==> src/rtl/cpu_control.sv <==
`default_nettype none
// +----------------------------------------------------------------------+
// | cpu_control : multicycle Moore controller sequencing cpu_datapath    |
// | Rev 1.0                                                              |
// +----------------------------------------------------------------------+
module cpu_control (
    input  logic       clk,
    input  logic       reset,
    input  logic [4:0] instr,
    input  logic       flag_n,
    input  logic       flag_z,
    input  logic       mem_ready,
    output logic       alu_1,
    output logic [1:0] alu_2,
    output logic       ALU_op,
    output logic [2:0] reg_in,
    output logic       addr_sel,
    output logic       pc_sel,
    output logic       reg_w_sel,
    output logic       opA_wr,
    output logic       opB_wr,
    output logic       alu_out_wr,
    output logic       PC_wr,
    output logic       MDR_wr,
    output logic       ir_wr,
    output logic       flag_wr,
    output logic       RF_wr,
    output logic       mem_rd,
    output logic       mem_wr,
    output logic       halted
);

    typedef enum logic [2:0] {
        S_FETCH  = 3'd0,
        S_DECODE = 3'd1,
        S_EXEC   = 3'd2,
        S_MEM    = 3'd3,
        S_WB     = 3'd4,
        S_HALT   = 3'd5
    } state_t;

    localparam logic [3:0] c_OP_MV   = 4'd0;
    localparam logic [3:0] c_OP_ADD  = 4'd1;
    localparam logic [3:0] c_OP_SUB  = 4'd2;
    localparam logic [3:0] c_OP_CMP  = 4'd3;
    localparam logic [3:0] c_OP_LD   = 4'd4;
    localparam logic [3:0] c_OP_ST   = 4'd5;
    localparam logic [3:0] c_OP_J    = 4'd8;
    localparam logic [3:0] c_OP_JZ   = 4'd9;
    localparam logic [3:0] c_OP_JN   = 4'd10;
    localparam logic [3:0] c_OP_CALL = 4'd12;
    localparam logic [3:0] c_OP_HALT = 4'd15;

    state_t     state_q, state_d;
    logic [3:0] w_op;
    logic       w_imm;
    logic       w_taken;

    assign w_op    = instr[3:0];
    assign w_imm   = instr[4];
    assign w_taken = (w_op == c_OP_J) || (w_op == c_OP_CALL) ||
                     ((w_op == c_OP_JZ) && flag_z) ||
                     ((w_op == c_OP_JN) && flag_n);

    always_comb begin
        state_d = state_q;
        case (state_q)
            S_FETCH:  if (mem_ready) state_d = S_DECODE;
            S_DECODE: begin
                case (w_op)
                    c_OP_HALT:                 state_d = S_HALT;
                    c_OP_LD, c_OP_ST:          state_d = S_MEM;
                    c_OP_MV, c_OP_ADD, c_OP_SUB, c_OP_CMP,
                    c_OP_J, c_OP_JZ, c_OP_JN, c_OP_CALL:
                                               state_d = S_EXEC;
                    default:                   state_d = S_FETCH;
                endcase
            end
            S_EXEC:   state_d = ((w_op == c_OP_ADD) || (w_op == c_OP_SUB)) ? S_WB : S_FETCH;
            S_MEM:    if (mem_ready) state_d = (w_op == c_OP_LD) ? S_WB : S_FETCH;
            S_WB:     state_d = S_FETCH;
            S_HALT:   state_d = S_HALT;
            default:  state_d = S_FETCH;
        endcase
    end

    always_ff @(posedge clk) begin
        if (reset) state_q <= S_FETCH;
        else       state_q <= state_d;
    end

    // Reset masks every output immediately so a pending access is dropped.
    always_comb begin
        alu_1      = 1'b0;
        alu_2      = 2'd0;
        ALU_op     = 1'b0;
        reg_in     = 3'd0;
        addr_sel   = 1'b0;
        pc_sel     = 1'b0;
        reg_w_sel  = 1'b0;
        opA_wr     = 1'b0;
        opB_wr     = 1'b0;
        alu_out_wr = 1'b0;
        PC_wr      = 1'b0;
        MDR_wr     = 1'b0;
        ir_wr      = 1'b0;
        flag_wr    = 1'b0;
        RF_wr      = 1'b0;
        mem_rd     = 1'b0;
        mem_wr     = 1'b0;
        halted     = 1'b0;
        if (!reset) begin
            case (state_q)
                S_FETCH: begin
                    mem_rd = 1'b1;
                    if (mem_ready) begin
                        ir_wr = 1'b1;
                        PC_wr = 1'b1;
                        alu_2 = 2'd3;
                    end
                end
                S_DECODE: begin
                    opA_wr = 1'b1;
                    opB_wr = 1'b1;
                end
                S_EXEC: begin
                    case (w_op)
                        c_OP_MV: begin
                            RF_wr  = 1'b1;
                            reg_in = w_imm ? 3'd3 : 3'd2;
                        end
                        c_OP_ADD, c_OP_SUB, c_OP_CMP: begin
                            alu_1      = 1'b1;
                            alu_2      = w_imm ? 2'd1 : 2'd0;
                            ALU_op     = (w_op != c_OP_ADD);
                            alu_out_wr = 1'b1;
                            flag_wr    = 1'b1;
                        end
                        c_OP_J, c_OP_JZ, c_OP_JN, c_OP_CALL: begin
                            if (w_taken) begin
                                PC_wr = 1'b1;
                                if (w_imm) alu_2  = 2'd2;
                                else       pc_sel = 1'b1;
                            end
                            // r7 captures the pc already advanced during FETCH.
                            if (w_op == c_OP_CALL) begin
                                RF_wr     = 1'b1;
                                reg_in    = 3'd4;
                                reg_w_sel = 1'b1;
                            end
                        end
                        default: ;
                    endcase
                end
                S_MEM: begin
                    addr_sel = 1'b1;
                    if (w_op == c_OP_LD) begin
                        mem_rd = 1'b1;
                        MDR_wr = mem_ready;
                    end else begin
                        mem_wr = 1'b1;
                    end
                end
                S_WB: begin
                    RF_wr  = 1'b1;
                    reg_in = (w_op == c_OP_LD) ? 3'd1 : 3'd0;
                end
                S_HALT:  halted = 1'b1;
                default: ;
            endcase
        end
    end

endmodule
`default_nettype wire

==> config.mk <==
export PLATFORM = sky130hd
export DESIGN_NAME = cpu_control
export DESIGN_NICKNAME = d
export VERILOG_FILES = /design/src/rtl/cpu_control.sv
export SDC_FILE = /design/constraint.sdc
export NUM_CORES = 1
export LEC_CHECK = 0
export CELL_PAD_IN_SITES_DETAIL_PLACEMENT = 2
export CELL_PAD_IN_SITES_GLOBAL_PLACEMENT = 2
export CORE_AREA = 2 2 46 48
export CTS_CLUSTER_SIZE = 14
export DETAILED_ROUTE_END_ITERATION = 10
export DIE_AREA = 0 0 48 50
export DONT_BUFFER_PORTS = 1
export PLACE_DENSITY_LB_ADDON = 0.1
export SLEW_MARGIN = 20
export SYNTH_ARGS = -nofsm -noshare
export SYNTH_HDL_FRONTEND = slang
export SYNTH_SLANG_ARGS = --single-unit
==> constraint.sdc <==
create_clock -name clk -period 1.6 [get_ports clk]
set_input_delay 0.32 -clock clk [delete_from_list [all_inputs] [get_ports clk]]
set_output_delay 0.32 -clock clk [all_outputs]
set_load 0.02 [all_outputs]
==> run_results.csv <==
group,metric,value,unit
run_status,outcome,"finished, violations left",
run_status,violations,"setup timing",
grt,grt_pass1_wl,2970,um
floorplanning,num_rows,16,
routing,firstDrtPassIters,3,
floorplanning,start_util,0.270,
worst_setup_path,reg2reg_depth,5,
pwr,peakVddDrop,0.315,mV
synth,syn-cell-area,514,um2
worst_setup_path,required,1280,ps
place,hpwl,1410,um
floorplanning,dieHeight,50,um
pwr,power_frac_comb,0.359,
cts,cts_root_buffer,"clkbuf_4",
floorplanning,dieWidth,48,um
synth,yosys.area.top_type,"dfxtp_1",
pwr,intPower,233,uW
place,portBuffers,0,
cts,clock_latency,240,ps
hold_path,hold_depth,1,
sta,maxSlewHeadroom,0.799,
floorplanning,die-area,2400,um2
pwr,finalPower,351,uW
synth,ys_seq_elements,3,
grt,grt_pass1_vias,645,
sta,worstMarginPinSlew,300,ps
synth,synthCells,76,
cts,cts_buffer_depth,2,
cts,post-cts-setup-buffer-count,0,
synth,yosysSeqAreaShare,0.117,
pwr,power_density,458,nW/um2
synth,synthTopCellsByArea,"dfxtp_1, nor3_1, nor2_1",
pwr,pwr-share-clk,0.399,
synth,ys_types,33,
routing,drc_errors,0,
synth,synthesis.nets,86,
sta,rsz0062_at_grt,"yes",
sta,fin_hold_ws,146,ps
routing,avgRoutedWirePerCell,16.1,um
layout,largest_reg_flops,3,
grt,antenna_found_initial,0,
cts,cts_buffers,3,
routing,vias,616,
worst_setup_path,cp-end-kind,"primary output",
pwr,p_leak,0.283,nW
worst_setup_path,slowest_stage,"or4_4",
run,maxCapViolCount,0,
cts,h-tree-depth,1,
sta,period_minus_slack,1750,ps
worst_setup_path,worstPathMaxFanout,5,
place,routabilityCongestion,0.777,
grt,grt_use_total,0.170,
synth,synth_top_area_frac,0.117,
sta,fmax,571,MHz
synth,synth_area_per_cell,6.77,um2
sta,slew_viol_final,0,
cts,postCtsHoldBufs,0,
routing,drtIter0Drc,4,
worst_setup_path,max_stage_delay,570,ps
routing,drt-total-wl,1880,um
sta,skew,5.83,ps
worst_setup_path,cp.arrival,1430,ps
synth,yosys_warnings,0,
worst_setup_path,crit_type,"register to primary output",
layout,drive_gt1_frac,0.522,
floorplanning,ios,31,
worst_setup_path,cp_cell_sequence,"or4_4, a21oi_2",
routing,post_drt_via_cell_ratio,5.26,
floorplanning,core,1900,um2
pwr,p_switching,119,uW
layout,largestRegisters,"state_q (3)",
layout,syn_to_final_growth,49.1,%
cts,cts_tree,"yes",
routing,ant_nets,0,
layout,antenna_cells,0,
cts,clk_pin_slew,40,ps
layout,top_register,"state_q",
grt,grt_max_degree,15,
sta,hold_violations,0,
layout,nets,101,
pwr,switching_share,0.338,
hold_path,hp-class,"primary input to register",
sta,period_share,1.10,
sta,setup_viol,13,
sta,fin_ws,-153,ps
grt,grt-ovfl-total,0,
pwr,power_frac_seq,0.242,
worst_setup_path,worst_setup_path_start_kind,"register",
cts,cts_sinks,3,
cell usage after synthesis (all sizes together):
| cell type | count |
|---|---|
| buf | 9 |
| nor2 | 7 |
| nor3 | 7 |
| a21oi | 5 |
| nand2 | 4 |
| nand3 | 4 |
| o21ai | 4 |
| a31oi | 3 |
| and3 | 3 |
| dfxtp | 3 |
| a22o | 2 |
| and2 | 2 |
| clkbuf | 2 |
| nand2b | 2 |
| nor2b | 2 |
| nor3b | 2 |
| xnor2 | 2 |
| a211oi | 1 |
| a41oi | 1 |
| and2b | 1 |
| and4bb | 1 |
| inv | 1 |
| nand3b | 1 |
| nand4b | 1 |
| nor4b | 1 |
| nor4bb | 1 |
| o22ai | 1 |
| o32ai | 1 |
| or3 | 1 |
| or4 | 1 |
cell families (layout without fill, tap and decap cells):
family / count (synthesis) / after routing / synth area share
flip-flops: 3 / 3 / 0.117
XOR/XNOR: 2 / 2 / 0.0341
buffers and inverters: 12 / 26 / 0.139
AO/OA/AOI/OAI: 18 / 18 / 0.231
AND/OR/NAND/NOR: 41 / 41 / 0.479
layout by cell type, fill, tap and decap left out, types with 2 or more instances in the layout:
cell type   n
nand2_1     4
nor3_1      4
dfxtp_2     3
nor3b_2     2
nor2b_1     2
nor2_2      2
buf_4      19
nand3_1     4
a21oi_2     3
clkbuf_4    3
nor2_1      5
a22o_1      2
nor3_2      2
o21ai_0     4
xnor2_1     2
a21oi_1     2
a31oi_1     3
timing repair:
action,CTS,global route
pin swaps,4,1
endpoints found under the setup margin,20,18
gates resized for setup,12,4
hold endpoints to repair,0,0
power groups by stage:
stage	Combinational (mW)	Clock, mW	Sequential [mW]
2_1_floorplan	0.101	0	0.0822
3_3_place_gp	0.114	0	0.0850
3_5_place_dp	0.116	0	0.0856
4_1_cts	0.124	0.149	0.0850
5_1_grt	0.136	0.159	0.0857
6_report	0.126	0.140	0.0850
final timing paths:
check,start,to,slack (ps)
setup / recovery,state_q[0],PC_wr,-150
hold / removal,reset,state_q[0],150
setup reg to reg,state_q[1],state_q[1],400
hold reg to reg,state_q[0],state_q[0],650
metal layers:
metal	share of wire	track usage	wire length [um]
met1	0.47	0.233	891
met2	0.46	0.249	866
met3	0.065	0.0733	123
met4	0	0.0270	0
met5	0	0	0
area by class of cell:
| cell class | count | area, um2 |
|---|---|---|
| fillers | 220 | 1130 |
| multi-input cells | 61 | 465 |
| repair buffers | 21 | 174 |
| flip-flops and latches | 3 | 63.8 |
| well taps | 27 | 33.8 |
| clock buffers | 4 | 26.3 |
| inverters | 1 | 3.75 |
critical path, delay by kind of cell (launching register included):
family,cells,cell delay [ps]
AND/OR/NAND/NOR,1,570
flip-flops,1,330
AO/OA/AOI/OAI,1,300
through the flow:
| step | area [um2] | utilization | std cells | worst slack (ps) | setup TNS [ps] |
|---|---|---|---|---|---|
| after global routing | 767 | 0.403 | 117 | -203 | -2080 |
| after floorplan | 539 | - | 76 | -91.8 | -227 |
| final | 767 | 0.403 | 117 | -153 | -923 |
| after global placement | 676 | 0.355 | 113 | 40.3 | 0 |
| after CTS | 749 | 0.394 | 117 | -192 | -1080 |
| after detailed placement | 676 | 0.355 | 113 | 18.1 | 0 |
Power figures use the tool's default switching activity.
